File: src/rtl/apb_pkg.sv
// apb_pkg: shared arbiter state encoding and default bus widths for the APB subsystem
package apb_pkg;
  localparam int DEF_AW = 8;
  localparam int DEF_DW = 8;
  typedef enum logic [1:0] {
    ARB_IDLE = 2'b00,
    ARB_XFER = 2'b01,
    ARB_DONE = 2'b10
  } arb_state_t;
endpackage

File: src/rtl/rr_pick.sv
// rr_pick: combinational round-robin picker, first set req bit searching upward from ptr with wrap
// Ports: req (request vector), ptr (search start) -> valid (any request), grant (one-hot winner), idx (winner index)
module rr_pick #(
  parameter int NREQ = 4
) (
  input  logic [NREQ-1:0]         req,
  input  logic [$clog2(NREQ)-1:0] ptr,
  output logic                    valid,
  output logic [NREQ-1:0]         grant,
  output logic [$clog2(NREQ)-1:0] idx
);
  localparam int IW = $clog2(NREQ);
  logic [NREQ-1:0] rot;
  // rot[j] is requester (ptr + j) mod NREQ, so the lowest set bit of rot is the winner
  assign rot = NREQ'({req, req} >> ptr);
  assign valid = |req;
  assign grant = valid ? NREQ'(1) << idx : '0;
  always_comb begin
    idx = '0;
    for (int j = NREQ - 1; j >= 0; j--)
      if (rot[j]) idx = IW'((int'(ptr) + j) % NREQ);
  end
endmodule

File: src/rtl/apb_rr_requester_arb.sv
// apb_rr_requester_arb: round-robin arbiter/sequencer sharing one APB master among NREQ requesters
// Ports: pclk/presetn clock and async active-low reset; req/req_write/req_addr/req_wdata requester side;
//        gnt/done/rdata/busy requester results; transfer/mpwrite/apb_*_paddr/apb_write_data to the master;
//        psel/penable/pready/apb_read_data_out bus handshake and read data from the master/slave
module apb_rr_requester_arb
  import apb_pkg::*;
#(
  parameter int NREQ = 4,
  parameter int AW   = DEF_AW,
  parameter int DW   = DEF_DW
) (
  input  logic              pclk,
  input  logic              presetn,
  input  logic [NREQ-1:0]   req,
  input  logic [NREQ-1:0]   req_write,
  input  logic [NREQ*AW-1:0] req_addr,
  input  logic [NREQ*DW-1:0] req_wdata,
  output logic [NREQ-1:0]   gnt,
  output logic [NREQ-1:0]   done,
  output logic [DW-1:0]     rdata,
  output logic              busy,
  output logic              transfer,
  output logic              mpwrite,
  output logic [AW-1:0]     apb_write_paddr,
  output logic [AW-1:0]     apb_read_paddr,
  output logic [DW-1:0]     apb_write_data,
  input  logic              psel,
  input  logic              penable,
  input  logic              pready,
  input  logic [DW-1:0]     apb_read_data_out
);
  localparam int IW = $clog2(NREQ);
  arb_state_t      state;
  logic [IW-1:0]   rr_ptr;
  logic [IW-1:0]   win_idx;
  logic [IW-1:0]   pick_idx;
  logic [NREQ-1:0] pick_gnt;
  logic            pick_valid;
  logic            wr_q;
  logic [AW-1:0]   addr_q;
  logic [DW-1:0]   wdata_q;
  logic            xfer_done;
  rr_pick #(.NREQ(NREQ)) u_pick (
    .req  (req),
    .ptr  (rr_ptr),
    .valid(pick_valid),
    .grant(pick_gnt),
    .idx  (pick_idx)
  );
  assign xfer_done       = psel & penable & pready;
  assign busy            = state != ARB_IDLE;
  // low during ACCESS so the master drops back to IDLE after this single transfer
  assign transfer        = (state == ARB_XFER) & ~(psel & penable);
  assign done            = (state == ARB_DONE) ? gnt : '0;
  assign mpwrite         = wr_q;
  assign apb_write_paddr = addr_q;
  assign apb_read_paddr  = addr_q;
  assign apb_write_data  = wdata_q;
  always_ff @(posedge pclk or negedge presetn) begin
    if (!presetn) begin
      state   <= ARB_IDLE;
      rr_ptr  <= '0;
      win_idx <= '0;
      gnt     <= '0;
      rdata   <= '0;
      wr_q    <= 1'b0;
      addr_q  <= '0;
      wdata_q <= '0;
    end else begin
      case (state)
        ARB_IDLE: if (pick_valid) begin
          state   <= ARB_XFER;
          gnt     <= pick_gnt;
          win_idx <= pick_idx;
          wr_q    <= req_write[pick_idx];
          addr_q  <= req_addr[pick_idx*AW +: AW];
          wdata_q <= req_wdata[pick_idx*DW +: DW];
        end
        ARB_XFER: if (xfer_done) begin
          state  <= ARB_DONE;
          rr_ptr <= (win_idx == IW'(NREQ - 1)) ? '0 : win_idx + 1'b1;
          if (!wr_q) rdata <= apb_read_data_out;
        end
        default: begin
          state <= ARB_IDLE;
          gnt   <= '0;
        end
      endcase
    end
  end
endmodule
File: config.mk
export PLATFORM = sky130hd
export DESIGN_NAME = apb_rr_requester_arb
export DESIGN_NICKNAME = d
export VERILOG_FILES = /design/src/rtl/apb_pkg.sv /design/src/rtl/rr_pick.sv /design/src/rtl/apb_rr_requester_arb.sv
export SDC_FILE = /design/constraint.sdc
export NUM_CORES = 1
export LEC_CHECK = 0
export BUFFER_PORTS_ARGS = -buffer_cell sky130_fd_sc_hd__buf_2
export CORE_ASPECT_RATIO = 1.75
export CORE_MARGIN = 1
export CORE_UTILIZATION = 43
export CTS_CLUSTER_SIZE = 10
export DETAILED_ROUTE_END_ITERATION = 16
export HOLD_SLACK_MARGIN = 0.05
export MAX_ROUTING_LAYER = met4
export PLACE_DENSITY = 0.85
export SYNTH_ARGS = -nofsm -noshare
export SYNTH_HDL_FRONTEND = slang
export SYNTH_SLANG_ARGS = --single-unit
File: constraint.sdc
create_clock -name pclk -period 2.5 [get_ports pclk]
set_input_delay 0.375 -clock pclk [delete_from_list [all_inputs] [get_ports pclk]]
set_output_delay 0.375 -clock pclk [all_outputs]
set_load 0.02 [all_outputs]
# --- Yosys cells after proc, flatten, opt, wreduce, memory -nomap -nowiden ---
# Cells that the tools add are included.
totals:
  input_bits: 85
  output_inout_bits: 43
  register_bits: 35
  wordCells: 49
op_classes:
  bitwise_logic: 6
  order_cmp: 1
  shift: 4
  n_addsub: 4
  eq_ne: 5
  reduce_logical: 8
  n_mux: 13
op_table:
  columns: ["cell", "count"]
  rows:
  - ["32-bit by 6-bit indexed part select with 8-bit output", 2]
  - ["2-bit two-way mux", 7]
  - ["4-bit two-way mux", 2]
  - ["4-bit one-hot mux with 2 select lines", 1]
  - ["2-bit AND reduction", 4]
  - ["8-bit by 2-bit right shift with 4-bit output", 1]
  - ["2-bit by 1-bit adder with 2-bit output (second input constant)", 2]
  - ["2-bit adder (second input constant)", 2]
  - ["2-bit equality test (second input constant)", 2]
  - ["2-bit inequality test (second input constant)", 2]
  - ["2-bit one-hot mux with 2 select lines", 1]
  - ["4-bit OR reduction", 1]
  - ["1-bit by 2-bit left shift with 4-bit output (first input constant)", 1]
  - ["1-bit AND", 3]
  - ["2-bit by 3-bit less-than comparator with 1-bit output (second input constant)", 1]
  - ["1-bit inverter", 3]
  - ["3-bit AND reduction", 1]
  - ["1-bit binary-select mux with 2-bit select", 1]
  - ["2-bit by 1-bit equality test with 1-bit output (second input constant)", 1]
  - ["2-bit logical NOT", 1]
  - ["2-bit nonzero test", 1]
  - ["1-bit two-way mux", 1]

# --- Logic depth before layout (Yosys ltp) ---
# Gate-level depths: netlist (run 1).
logic_depth:
  word_depth: 8
  mapped_depth: 7
  depth_no_buf: 5

# --- Modules after synthesis ---
# A second synthesis (run 1) with hierarchy kept.
unflattened:
  hier_cells: 195
  area_unflattened_um2: 2095.8
by_module_without_submodules:
  columns: ["module", "seq_area_each_um2", "cells_per_inst", "area_each_um2", "n_inst"]
  rows:
  - ["apb_rr_requester_arb", 875.8, 165, 1916.8, 1]
  - ["rr_pick", 0.0, 30, 178.9, 1]

# --- Worst setup path before layout (run 1) ---
# OpenSTA, ideal clock, no wires.
synth_path:
  path_type: "register to register"
  from: "reg rr_ptr[1]"
  to: "reg addr_q[0], in the netlist apb_read_paddr[0]"
  t_required_ns: 2.374
  stages_incl_launch_ff: 6
  period_less_slack_ns: 2.006
  setup_slack_ns: 0.494
  path_buffers: 1
  arrival_ns: 1.880
  setup_time_ns: 0.126
  path_cell_list: "dfrtp_1 > mux2_4 > o221ai_4 > buf_6 > mux2_4 > a221o_1"
synth_between:
  elab_chain_cells: 6
  elab_cells_between_ends: 9
  cone_classes: "3 x add/sub; 2 x shift; 4 x mux"
synth_lines:
  columns: ["element", "line", "source"]
  rows:
  - ["start, declared", "apb_rr_requester_arb.sv:34", "logic [IW-1:0] rr_ptr;"]
  - ["start signal, assigned", "apb_rr_requester_arb.sv:81", "rr_ptr <= (win_idx == IW'(NREQ - 1)) ? '0 : win_idx + 1'b1;"]
  - ["2-bit adder / 8-bit by 2-bit right shift with 4-bit output (equally long branches)", "rr_pick.sv:21, rr_pick.sv:15", null]
  - ["2-bit two-way mux (3 in a row)", "rr_pick.sv:21", "if (rot[j]) idx = IW'((int'(ptr) + j) % NREQ);"]
  - ["2-bit two-way mux *", "rr_pick.sv:21", null]
  - ["32-bit by 6-bit indexed part select with 8-bit output *", "apb_rr_requester_arb.sv:76", "addr_q <= req_addr[pick_idx*AW +: AW];"]
  - ["end signal, assigned", "apb_rr_requester_arb.sv:76", null]
  - ["end, declared", "apb_rr_requester_arb.sv:40", "logic [AW-1:0] addr_q;"]
# Every way passes the cells marked *; elsewhere a longest branch is shown, timed or not.
# A chain may end at the register's enable or synchronous reset.

# --- Final worst setup path (run 1) ---
layout_path:
  from: "reg rr_ptr[1]"
  to: "reg wdata_q[5], in the netlist apb_write_data[5]"
layout_between:
  elab_chain_cells: 6
  elab_cells_between_ends: 9
  cone_classes: "3 x add/sub; 2 x shift; 4 x mux"
layout_lines:
  columns: ["element", "line", "source"]
  rows:
  - ["2-bit adder / 8-bit by 2-bit right shift with 4-bit output (equally long branches)", "rr_pick.sv:21, rr_pick.sv:15", null]
  - ["2-bit two-way mux (3 in a row)", "rr_pick.sv:21", null]
  - ["2-bit two-way mux *", "rr_pick.sv:21", null]
  - ["32-bit by 6-bit indexed part select with 8-bit output *", "apb_rr_requester_arb.sv:77", "wdata_q <= req_wdata[pick_idx*DW +: DW];"]
  - ["end signal, assigned", "apb_rr_requester_arb.sv:77", null]
  - ["end, declared", "apb_rr_requester_arb.sv:41", "logic [DW-1:0] wdata_q;"]
# Marked as above.

==> results of run 1 <==
layout make-up:
type                            count  area (um2)
Inverter                            2       7.507
Timing Repair Buffer              133       680.7
Fill cell                         387        1712
Tap cell                           51       63.81
Sequential cell                    35       875.8
Clock buffer                        5       68.82
Multi-Input combinational cell    116        1032
Clock inverter                      3       43.79
cell usage in the layout (no fill, tap or decap), drive strengths merged, types with 3 or more instances in the layout:
cell / Yosys / layout
buf: 16 / 133
dfrtp: 35 / 35
mux2: 27 / 27
nor3: 18 / 18
mux2i: 17 / 17
a221o: 17 / 17
nor2: 7 / 7
clkbuf: 3 / 5
and2: 4 / 4
a22o: 4 / 4
a21oi: 3 / 3
a21o: 3 / 3
worst max-delay path, stage by stage (launching register included):
cell and delay [ps]:
dfrtp_1 470, mux2_4 340, o221ai_4 180, buf_4 340, mux2_2 380, a221o_1 320
state kept, by name, indices dropped and copies added (netlist names):
name            flops
apb_read_paddr      8
apb_write_data      8
gnt                 4
mpwrite             1
rdata               8
rr_ptr              2
state               2
win_idx             2
power breakdown:
part           switching (mW)  internal, mW  total [mW]
logic                   0.973         0.784        1.76
registers               0.187         0.834        1.02
clock network           0.214         0.297       0.510
worst paths after layout:
path,from,endpoint,slack (ps),depth (start not counted)
worst max register to register,rr_ptr[1]$_DFFE_PN0P_,apb_write_data[5]$_DFFE_PN0P_,360,5
worst min-delay path,presetn,win_idx[0]$_DFFE_PN0P_,160,1
worst max-delay path,rr_ptr[1]$_DFFE_PN0P_,apb_write_data[5]$_DFFE_PN0P_,360,5
worst min register to register,rdata[0]$_DFFE_PN0P_,rdata[0]$_DFFE_PN0P_,500,1
max in group asynchronous,presetn,rr_ptr[0]$_DFFE_PN0P_,1860,1
min in group pclk,apb_read_data_out[0],rdata[0]$_DFFE_PN0P_,320,2
layer usage:
layer  vias to the layer above  global-route usage (%)  share of wire [%]
li1                        884                       -                  -
met3                         7                   4.065                5.4
met1                       895                   21.29                 36
met2                        83                   39.33                 57
met5                         -                       -                  0
met4                         0                   6.838                1.4
logic make-up (layout without fill, tap and decap cells):
logic type      count (synthesis)  after routing  synth area share, %
simple gates                   39             39                10.16
mux                            44             44                25.21
fa+ha+maj                       1              1               0.6119
flops                          35             35                42.84
compound gates                 32             32                14.50
buf+inv                        21            143                6.671
==> summary.txt, run 1 <==
Outcome -> completed
Final Non-Filler Cells -> 345
Worst-path clk slew -> 80 ps
F_max -> 467.8 MHz
Actual slew at the worst max-slew pin -> 820.3 ps
Antenna Nets Post-Route -> 0
Peak VDD IR -> 723.2 uV
Final Hold Fails -> 0
PortBufs -> 127
Global-route wire length before repair -> 7.693 mm
Wire per inst -> 14.56 um
Final estimated routing congestion in global placement -> 0.8091
DR iter-0 viols -> 24
Die Area -> 5045 um2
Boundary Pins -> 128
Placed cells -> 337
Hold WC Path Type -> in2async
Setup TNS -> 0 ps
Relative slew margins -> 45.26%
Setup Skew -> 8.066 ps
LEAKAGE -> 1.503 nW
Number of synthesized register bits -> 35
Final Max Slew Viols -> 0
Vias in the first global route -> 1778
Number of core rows -> 32
Asr flop ratio synth -> 100.0%
RSZ-0062 raised after global routing -> false
Synth Cell Area -> 2044 um2
Cell count after synthesis -> 172
CTS tree -> yes
Area after DPL -> 2660 um2
CP max FO -> 21
Yosys warnings -> 0
Pwr dens -> 1186 nW/um2
Chip width -> 54.13 um
Gr usage total -> 21.42%
Period utilisation layout -> 85.52%
Final routed DRC violation total -> 0
Layout area overhead -> 35.62%
Setup WS pre-CTS -> 351.1 ps
EDFF count, synth -> 0
Critical path class -> reg2reg
Yosys top cell area share -> 42.84%
DPL Wire Length -> 3.994 mm
Vias -> 1869
Setup ws final -> 362.1 ps
CTS Buffer Depth -> 2
Power Total -> 3.289 mW
Yosys top cell by area -> dfrtp_1
Top post-synthesis cells by area -> dfrtp_1, mux2_2, a221o_1
CTS H-tree depth -> 2
Layout cell share with drive strength beyond 1 -> 58.16%
Ant diodes -> 0
Layout Cell Area excl Fill -> 2773 um2
Number of CTS-inserted buffers -> 5
Largest net degree at the start of global routing -> 36
Final setup violation count -> 0
Initial antenna violation count -> 0
Worst setup SP type -> register
Nets -> 379
Most frequent cell after synthesis -> dfrtp_1
DR pass1 iterations -> 4
Grt ovf -> 0
Sink Count -> 35
Worst path required time -> 2680 ps
Critical Path AT -> 2320 ps
Core Region -> 4484 um2
Clk root buf -> clkbuf_8
Post_cts resized -> 0
WHS -> 158.8 ps
Post-CTS setup buffer count -> 0
Clock latency on the worst-skew pair -> 290 ps
Post-route minimum period -> 2138 ps
Crit path capture type -> register
Final wirelength -> 5.022 mm
Post-CTS Hold Buffers -> 0
Top post-synthesis cells by count -> dfrtp_1, a221o_1, mux2i_1, nor3_1, mux2_2
Predominant post-synthesis flop cell -> dfrtp_1
Die height -> 93.22 um
Synth cell types -> 32
Initial Utilization -> 45.59%
Syn Area/Cell -> 11.89 um2
DR vias/cell -> 5.417
Register area share after synthesis -> 42.84%
Syn_nets -> 258
Layout Utilization -> 61.83%
Max-cap check violation count -> 0
Power figures use the tool's default switching activity.
==> run 2: changes to the inputs <==
REMOVE_ABC_BUFFERS = 1   (was not set)
==> run 2 against run 1 <==
Utilization down 0.59 points. Via count down 0.59%. Clock power down 26%. Register-to-register slack better by 50 ps. Worst hold slack better by 3.9 ps. Global-route usage up 0.24 points. Sequential power about the same. Power down 3.5%. Combinational power about the same. Final cell count down 0.29%. Critical endpoint is now apb_read_paddr[1]$_DFFE_PN0P_. Highest routed layer unchanged.
==> summary.txt, run 2 (same netlist as run 1, synthesis figures left out) <==
Crit path capture type -> register
Layout cell share with drive strength beyond 1 -> 57.34%
Vias in the first global route -> 1857
Comb power frac -> 55.8%
DR vias/cell -> 5.401
Actual slew at the worst max-slew pin -> 863.2 ps
Ant diodes -> 0
Vias -> 1858
LEAKAGE -> 1.487 nW
Gr usage total -> 21.65%
Final Non-Filler Cells -> 344
Critical Path AT -> 2300 ps
Final estimated routing congestion in global placement -> 0.8146
Final Hold Fails -> 0
Post-route minimum period -> 2090 ps
CTS Buffer Depth -> 2
Largest net degree at the start of global routing -> 36
Final Max Slew Viols -> 0
Sw Ratio -> 42.59%
Number of CTS-inserted buffers -> 5
Final wirelength -> 5.037 mm
Boundary Pins -> 128
Post-CTS setup buffer count -> 0
Worst path required time -> 2710 ps
Antenna Nets Post-Route -> 0
DR iter-0 viols -> 20
Relative slew margins -> 42.39%
Internal -> 1.823 mW
Sequential fraction of design power -> 32.2%
Period utilisation layout -> 83.61%
Clock latency on the worst-skew pair -> 280 ps
Power Total -> 3.175 mW
CP max FO -> 19
Psw -> 1.352 mW
F_max -> 478.4 MHz
DPL Wire Length -> 3.973 mm
Post_cts resized -> 0
Grt ovf -> 0
CTS tree -> yes
Nets -> 378
Number of core rows -> 32
Post-CTS Hold Buffers -> 0
Placed cells -> 336
RSZ-0062 raised after global routing -> false
Final routed DRC violation total -> 0
Max-cap check violation count -> 0
Peak VDD IR -> 700.5 uV
Most common library cell in the layout ignoring fill and taps -> buf_2
CTS H-tree depth -> 2
Most frequent cells in the layout -> buf_2, dfrtp_1, mux2i_1, nor3_1, a221o_1
Global-route wire length before repair -> 7.845 mm
Initial Utilization -> 45.59%
Worst setup SP type -> register
Setup Skew -> 8.285 ps
Hold WC Path Type -> in2async
Initial antenna violation count -> 0
Pwr dens -> 1156 nW/um2
WHS -> 162.6 ps
Clock power frac -> 11.9%
DR pass1 iterations -> 4
Layout area overhead -> 34.33%
Critical path class -> reg2reg
Wire per inst -> 14.64 um
Core Region -> 4484 um2
Die Area -> 5045 um2
Final setup violation count -> 0
Sink Count -> 35
Fill count -> 407
Clk root buf -> clkbuf_8
Worst-path clk slew -> 70 ps
Chip width -> 54.13 um
Setup TNS -> 0 ps
PortBufs -> 127
Outcome -> completed
Die height -> 93.22 um
[run 2: cell types whose count changed in the layout (fill, tap and decap cells not counted), sizes merged]
cell    before  now
bufinv       1    0
clkbuf       5    7
clkinv       2    1
buf        133  132
[run 2: critical path, cell delays in order, from the launching register on]
cell     delay [ps]
dfrtp_1         460
a21o_1          210
a21oi_1         210
o22ai_1         160
nor2_2          710
a221o_1         270
[run 2: final cells by class]
type	instances	area [um2]	share of cell area, %
Clock buffer	7	76.32	2.779
Clock inverter	1	5.005	0.1822
Inverter	2	7.507	0.2733
Multi-Input combinational cell	116	1032	37.59
Sequential cell	35	875.8	31.89
Tap cell	51	63.81	2.323
Timing Repair Buffer	132	685.7	24.97
[run 2: routing by layer]
metal	up-vias	share of wire (%)	global-route usage (%)
met3	7	5.0	3.252
met5	-	0	-
met2	85	57	40.96
met4	0	2.0	8.761
met1	880	36	19.96
li1	886	-	-
[run 2: through the flow]
step / utilization (%) / cell area [um2] / setup WS [ps]
final: 61.24 / 2746 / 409.6
after global routing: 61.24 / 2746 / 309.1
after CTS: 61.24 / 2746 / 395.9
after detailed placement: 59.43 / 2665 / 433.7
after global placement: 59.43 / 2665 / 466.4
after floorplan: - / 1916 / 26.33
[run 2: worst paths after layout]
kind                                         from                       endpoint  slack, ps  cells after the start
setup / recovery            rr_ptr[1]$_DFFE_PN0P_  apb_read_paddr[1]$_DFFE_PN0P_        410                      5
hold / removal                            presetn  apb_write_data[1]$_DFFE_PN0P_        160                      1
setup reg to reg            rr_ptr[1]$_DFFE_PN0P_  apb_read_paddr[1]$_DFFE_PN0P_        410                      5
hold reg to reg            win_idx[1]$_DFFE_PN0P_         win_idx[1]$_DFFE_PN0P_        490                      1
max in group asynchronous                 presetn           rdata[0]$_DFFE_PN0P_       1840                      1
min in group pclk            apb_read_data_out[4]           rdata[4]$_DFFE_PN0P_        320                      2
[run 2: power groups by stage]
| stage | clock network, mW | registers, mW | logic (mW) |
|---|---|---|---|
| after floorplan | 0 | 1.36 | 0.840 |
| after global placement | 0 | 1.02 | 1.75 |
| after detailed placement | 0 | 1.03 | 1.80 |
| after CTS | 0.389 | 1.03 | 1.80 |
| after global routing | 0.412 | 1.06 | 1.91 |
| final | 0.379 | 1.02 | 1.77 |
